<file path="config.mk">
export PLATFORM = sky130hd
export DESIGN_NAME = mul_seq_ctrl_flat
export DESIGN_NICKNAME = d
export VERILOG_FILES = /design/src/rtl/mul_seq_ctrl_pkg.sv /design/src/rtl/mul_seq_ctrl_if.sv /design/src/rtl/mul_seq_ctrl.sv /design/src/flat_wrapper.sv
export SDC_FILE = /design/constraint.sdc
export NUM_CORES = 1
export LEC_CHECK = 0
export ABC_AREA = 1
export BUFFER_PORTS_ARGS = -buffer_cell sky130_fd_sc_hd__buf_2
export CORE_ASPECT_RATIO = 1.2
export CORE_MARGIN = 3
export CORE_UTILIZATION = 50
export DETAILED_ROUTE_END_ITERATION = 12
export PLACE_DENSITY_LB_ADDON = 0.3
export SYNTH_ARGS = -nofsm -noshare
export SYNTH_HDL_FRONTEND = slang
export SYNTH_SLANG_ARGS = --single-unit
export TNS_END_PERCENT = 100
</file>
<file path="constraint.sdc">
create_clock -name clk -period 3.3 [get_ports clk]
set_input_delay 0.33 -clock clk [delete_from_list [all_inputs] [get_ports clk]]
set_output_delay 0.33 -clock clk [all_outputs]
set_load 0.02 [all_outputs]
</file>
<file path="src/rtl/mul_seq_ctrl_pkg.sv">
// Shared definitions for the sequential shift-and-add multiplier.
//   state_t   : controller state encoding (IDLE, RUN, DONE)
//   WIDTH     : operand width, tied to the external 32-bit Adder
//   ITER      : iterations per multiply (one per multiplier bit)
//   CNT_W     : iteration counter width
//   LAST_ITER : counter value of the final iteration
package mul_pkg;
    localparam int WIDTH     = 32;
    localparam int ITER      = 32;
    localparam int CNT_W     = 6;
    localparam int LAST_ITER = ITER - 1;

    typedef enum logic [1:0] {
        IDLE = 2'd0,
        RUN  = 2'd1,
        DONE = 2'd2
    } state_t;
endpackage

</file>
<file path="src/rtl/mul_seq_ctrl_if.sv">
// Start/done handshake bundle for mul_seq_ctrl.
//   start        : request a multiply (master -> slave)
//   multiplicand : operand A, captured on the accepted start
//   multiplier   : operand B, captured on the accepted start
//   busy         : high while iterating (slave -> master)
//   done         : one-cycle pulse, product valid
//   product      : 64-bit {HI,LO} result
interface mul_seq_ctrl_if;
    import mul_pkg::*;

    logic                 start;
    logic [WIDTH-1:0]     multiplicand;
    logic [WIDTH-1:0]     multiplier;
    logic                 busy;
    logic                 done;
    logic [2*WIDTH-1:0]   product;

    modport master (
        output start, multiplicand, multiplier,
        input  busy, done, product
    );

    modport slave (
        input  start, multiplicand, multiplier,
        output busy, done, product
    );
endinterface

</file>
<file path="src/rtl/mul_seq_ctrl.sv">
// Sequential 32x32 unsigned multiplier controller. Drives an external
// carry-less 32-bit Adder each cycle and shifts its result into {HI,LO}.
//   clk         : clock, rising edge
//   rst_n       : asynchronous active-low reset
//   bus         : start/operand/busy/done/product handshake (slave side)
//   adder_src_1 : Adder Src_1, always HI
//   adder_src_2 : Adder Src_2, MCAND when LO[0]=1 else 0
//   adder_sum   : Adder adder_out
module mul_seq_ctrl #(
    parameter int WIDTH = 32,
    parameter int CNT_W = 6
) (
    input  logic              clk,
    input  logic              rst_n,
    mul_seq_ctrl_if.slave     bus,
    output logic [WIDTH-1:0]  adder_src_1,
    output logic [WIDTH-1:0]  adder_src_2,
    input  logic [WIDTH-1:0]  adder_sum
);
    import mul_pkg::*;

    state_t             r_state;
    state_t             w_next;
    logic [WIDTH-1:0]   r_hi;
    logic [WIDTH-1:0]   r_lo;
    logic [WIDTH-1:0]   r_mcand;
    logic [CNT_W-1:0]   r_cnt;
    logic               w_carry;
    logic               w_last;

    // The Adder has no carry-out; recover it from the operand MSBs and the
    // sum MSB. Carry out of bit 31 happens if both MSBs are set, or if
    // exactly one is set and the sum MSB came out 0 (carry-in propagated).
    function automatic logic carry_out(input logic a31, input logic b31,
                                       input logic s31);
        return (a31 & b31) | ((a31 | b31) & ~s31);
    endfunction

    assign adder_src_1 = r_hi;
    assign adder_src_2 = r_lo[0] ? r_mcand : '0;
    assign w_carry     = carry_out(adder_src_1[WIDTH-1], adder_src_2[WIDTH-1],
                                   adder_sum[WIDTH-1]);
    assign w_last      = (r_cnt == CNT_W'(LAST_ITER));

    assign bus.busy    = (r_state == RUN);
    assign bus.done    = (r_state == DONE);
    assign bus.product = {r_hi, r_lo};

    always_ff @(posedge clk or negedge rst_n) begin
        if (!rst_n) r_state <= IDLE;
        else        r_state <= w_next;
    end

    always_comb begin
        w_next = r_state;
        case (r_state)
            IDLE:    if (bus.start) w_next = RUN;
            RUN:     if (w_last)    w_next = DONE;
            DONE:                   w_next = IDLE;
            default:                w_next = IDLE;
        endcase
    end

    always_ff @(posedge clk or negedge rst_n) begin
        if (!rst_n) begin
            r_hi    <= '0;
            r_lo    <= '0;
            r_mcand <= '0;
            r_cnt   <= '0;
        end else if (r_state == IDLE && bus.start) begin
            r_hi    <= '0;
            r_lo    <= bus.multiplier;
            r_mcand <= bus.multiplicand;
            r_cnt   <= '0;
        end else if (r_state == RUN) begin
            // Right-shift the 65-bit {c,S,LO} window: sum LSB enters LO MSB.
            r_hi    <= {w_carry, adder_sum[WIDTH-1:1]};
            r_lo    <= {adder_sum[0], r_lo[WIDTH-1:1]};
            r_cnt   <= r_cnt + CNT_W'(1);
        end
    end
endmodule

</file>
<file path="src/flat_wrapper.sv">
// flat-port wrapper written by rule: the top's interface ports become plain ports
module mul_seq_ctrl_flat import mul_pkg::*;
#(
    parameter int WIDTH = 32,
    parameter int CNT_W = 6
)
  (clk, rst_n, adder_src_1, adder_src_2, adder_sum, bus_start, bus_multiplicand, bus_multiplier, bus_busy, bus_done, bus_product);
  mul_seq_ctrl_if bus_i ();
  input  logic clk;
  input  logic rst_n;
  output logic [WIDTH-1:0] adder_src_1;
  output logic [WIDTH-1:0] adder_src_2;
  input  logic [WIDTH-1:0] adder_sum;
  input wire logic [$bits(bus_i.start)-1:0] bus_start;
  input wire logic [$bits(bus_i.multiplicand)-1:0] bus_multiplicand;
  input wire logic [$bits(bus_i.multiplier)-1:0] bus_multiplier;
  output wire logic [$bits(bus_i.busy)-1:0] bus_busy;
  output wire logic [$bits(bus_i.done)-1:0] bus_done;
  output wire logic [$bits(bus_i.product)-1:0] bus_product;
  assign bus_i.start = bus_start;
  assign bus_i.multiplicand = bus_multiplicand;
  assign bus_i.multiplier = bus_multiplier;
  assign bus_busy = bus_i.busy;
  assign bus_done = bus_i.done;
  assign bus_product = bus_i.product;
  mul_seq_ctrl #(.WIDTH(WIDTH), .CNT_W(CNT_W)) u_core (.clk(clk), .rst_n(rst_n), .bus(bus_i), .adder_src_1(adder_src_1), .adder_src_2(adder_src_2), .adder_sum(adder_sum));
endmodule
</file>
==> results.md <==
Finish:
- Summing all flip-flop and latch instances after layout gives 2600 sq um.
- The relative area change from synthesis to final layout is 22.5%.
- Summing all multi-input logic gate instances after layout gives between 1500 and 2000 sq um.
- The number of antenna diodes in the final layout is 0.
- The top cell types in the final layout, fill and taps aside, are nand2_1, buf_2, dfrtp_1, inv_1, nand3_1.
- The number of nets in the final layout is around 880.
- The finished cells cover 5820 sq um.
- Leaving out fill and tap cells, the most frequent cell in the layout is nand2_1.
- The fraction of final layout cells sized beyond drive strength 1 is 0.323.
- The filler cells instantiated in the layout total around 800.

Detailed routing:
- The amount of wire on met2 after detailed routing is approximately 5.6 mm.
- For this run, design rule violations remaining after detail routing come to 0.
- The number of iterations in the first detailed-routing pass is 4.
- The detail-routed net length per standard cell is 12.7 um.
- The count of vias placed by the detailed router is around 4,300.
- The number of DRC markers in iteration 0 is 181.
- Dividing the detail-routed via count by the number of cells gives ~4.7.
- The detailed router put a total of 4.63 mm of wire on met1.
- Summed over all layers, the routed wires come to 11.4 mm.
- The uppermost layer routed is met4.
- The wire length on met3 is roughly 1.0 mm.
- The post-detailed-route count of antenna-violating nets is 0.

Synthesis:
- The synthesized instance count is 593.
- In this run the cell area of the synthesized design comes to 4750 sq um.
- The total number of yosys warnings is 0.
- When the netlist entered floorplanning its net count stood at 693.
- Synthesis instantiated 21 different standard cells from the library.
- Of the synthesized area, sequential elements account for 0.548.
- The number of register bits inferred by synthesis is ~100.
- The mean post-synth cell area is 8.01 sq um.

Floorplanning:
- The total area inside the core boundary comes to between 9000 and 10,000 sq um.
- The die is 95.0 um wide.
- The die is 113 um tall.
- The placement row count is 38.
- The total I/O pin count is 229.
- The die covers 10,700 sq um.
- The starting density of the core is 0.520.

Clocking:
- In this run, post-CTS hold repair placed 0 buffers.
- In this run the clock root is driven by a clkbuf_8.
- The clock tree from TritonCTS is built.
- The post-CTS setup-driven buffer insertion count is 0.
- The post-cts repair resize count is 0.
- Clock tree synthesis inserted a total of 9 buffers.
- After clock tree synthesis, the clock-pin slew on the worst setup and hold paths is 0.09 ns.
- The clock net in this run drives a total of 104 sinks.
- The deepest level of the CTS H-tree is 3.
- The buffer depth of the longest clock path is 2.
- The clock reaches the later pin of the worst-skew pair after between 0.3 and 0.4 ns.

GRT:
- The maximum number of pins on one net before global-route repair is 84.
- In the global route stage, overall resource usage came out at 0.211.
- The overflow left after global routing is 0.
- The wire length of the first global-routing pass is 18.0 mm.
- The via count of the first global-routing pass is 3,890.
- The number of antenna violations at the first check in global routing was 0.

Setup path:
- The internal reg-to-reg setup slack is 1.42 ns.
- The worst setup path is captured at an output pin.
- The largest fanout of any net on the critical path is 34.
- The critical path startpoint category is a flop.
- Data on the critical path is required at its endpoint by 2.97 ns.
- The type of the worst setup path is flop to output pin.
- The data arrival time of the critical path is between 1.5 and 2 ns.

Timing:
- The total count of max-transition violations in the final report is 0.
- The final number of hold-violating endpoints was 0.
- Between clock sinks in the finished design, the worst skew comes to 0.0110 ns.
- At the pin with the least slew margin, the transition time is ~1.1 ns.
- The final worst-path cycle share is 0.662.
- The final-report setup violation count is 0.
- Setup repair after global routing left no endpoint under its margin.
- The remaining max-slew budget at the tightest pin is 0.290.
- After routing, the total negative slack on setup checks comes to 0 ns.
- For the finished layout, the period the worst path requires is 2.19 ns.
- Timing would allow up to 0.458 GHz.

Flow run:
- The total of max-cap violations is 0.

Power:
- The leakage power of the design is 3.68 nW.
- IR analysis of the VDD net gives a maximum drop of roughly 0.00043 V.
- For this design the ratio of total power to cell area is 984 nW/um^2.

Placement:
- The number of buffer cells added on primary ports is 228.
- Once placement finished, the instance area stood at 5660 sq um.
- The congestion estimate from routability-driven global placement came to about 0.8.
- The HPWL after detailed placement is 8.14 mm.

Outcome:
- The run finished with clean final reports.

Worst hold path:
- In this run the worst hold path is classified as input pin to asynchronous set/reset pin.
==> where the power goes <==
group | total, mW | switching [mW] | internal, mW
Sequential | 2.26 | 0.426 | 1.83
Combinational | 2.78 | 1.90 | 0.873
Clock | 0.692 | 0.388 | 0.303
==> per-stage QoR <==
step	power [mW]	worst slack, ns	std cells	utilization	hold slack (ns)
2_1_floorplan	4.40	1.84	593	-	0.0344
3_3_place_gp	5.01	1.51	887	0.620	0.463
3_5_place_dp	5.09	1.44	887	0.620	0.466
4_1_cts	5.78	1.10	900	0.637	0.148
5_1_grt	6.18	0.867	900	0.637	0.158
6_report	5.72	1.11	900	0.637	0.140
==> registers in the layout, indices dropped and copies added, names as in the netlist <==
signal,cells
u_core.adder_src_1,32
u_core.r_cnt,6
u_core.r_lo,32
u_core.r_mcand,32
u_core.r_state,2
==> cell usage after synthesis <==
cell	count	share of area
nand2_1	331	0.26
dfrtp_1	104	0.55
inv_1	38	0.030
buf_4	35	0.055
nand3_1	34	0.036
buf_2	12	0.013
buf_6	7	0.017
nor2_1	7	0.0055
o21ai_0	6	0.0063
clkbuf_1	4	0.0032
o211ai_1	3	0.0047
inv_2	2	0.0016
nor3_1	2	0.0021
ha_1	1	0.0026
inv_4	1	0.0013
inv_6	1	0.0018
nand2_2	1	0.0013
nand2_4	1	0.0024
nand3_4	1	0.0037
nor2_4	1	0.0024
o21ai_1	1	0.0011
==> logic make-up after synthesis <==
logic type / Yosys count / share of synthesized area
and+or+nand+nor: 378 / 0.315
DFF: 104 / 0.548
buffers and inverters: 100 / 0.122
AOI/OAI and AO/OA: 10 / 0.0121
adders and majority gates: 1 / 0.00263
==> path summary, 6_finish.rpt <==
check,from,endpoint,cells past startpoint
worst max-delay path,u_core.r_lo[0],adder_src_2[31],3
worst min-delay path,rst_n,u_core.adder_src_1[24],1
worst max register to register,u_core.r_state[1],u_core.r_lo[0],5
worst min register to register,u_core.r_mcand[2],u_core.r_mcand[2],2
max in group asynchronous,rst_n,u_core.r_mcand[4],2
min in group clk,bus_multiplicand[30],u_core.r_mcand[30],3
==> critical path: stages, from the launching register on <==
cell,delay (ns)
dfrtp_1,1.06
nand2_1,0.14
inv_1,0.13
buf_2,0.17
==> cell type report <==
type                    count  area share
well taps                 120      0.0258
clock buffers              12      0.0267
flip-flops and latches    104       0.447
inverters                  42      0.0284
multi-input cells         389       0.269
repair buffers            232       0.202
clock inverters             1    0.000860
==> routing by layer <==
layer | vias up | GRT usage
met1 | 1953 | 0.255
met5 | - | 0
li1 | 2111 | -
met2 | 178 | 0.373
met4 | 0 | 0.0606
met3 | 11 | 0.0472
No activity file was read; power rests on OpenSTA's default activity.
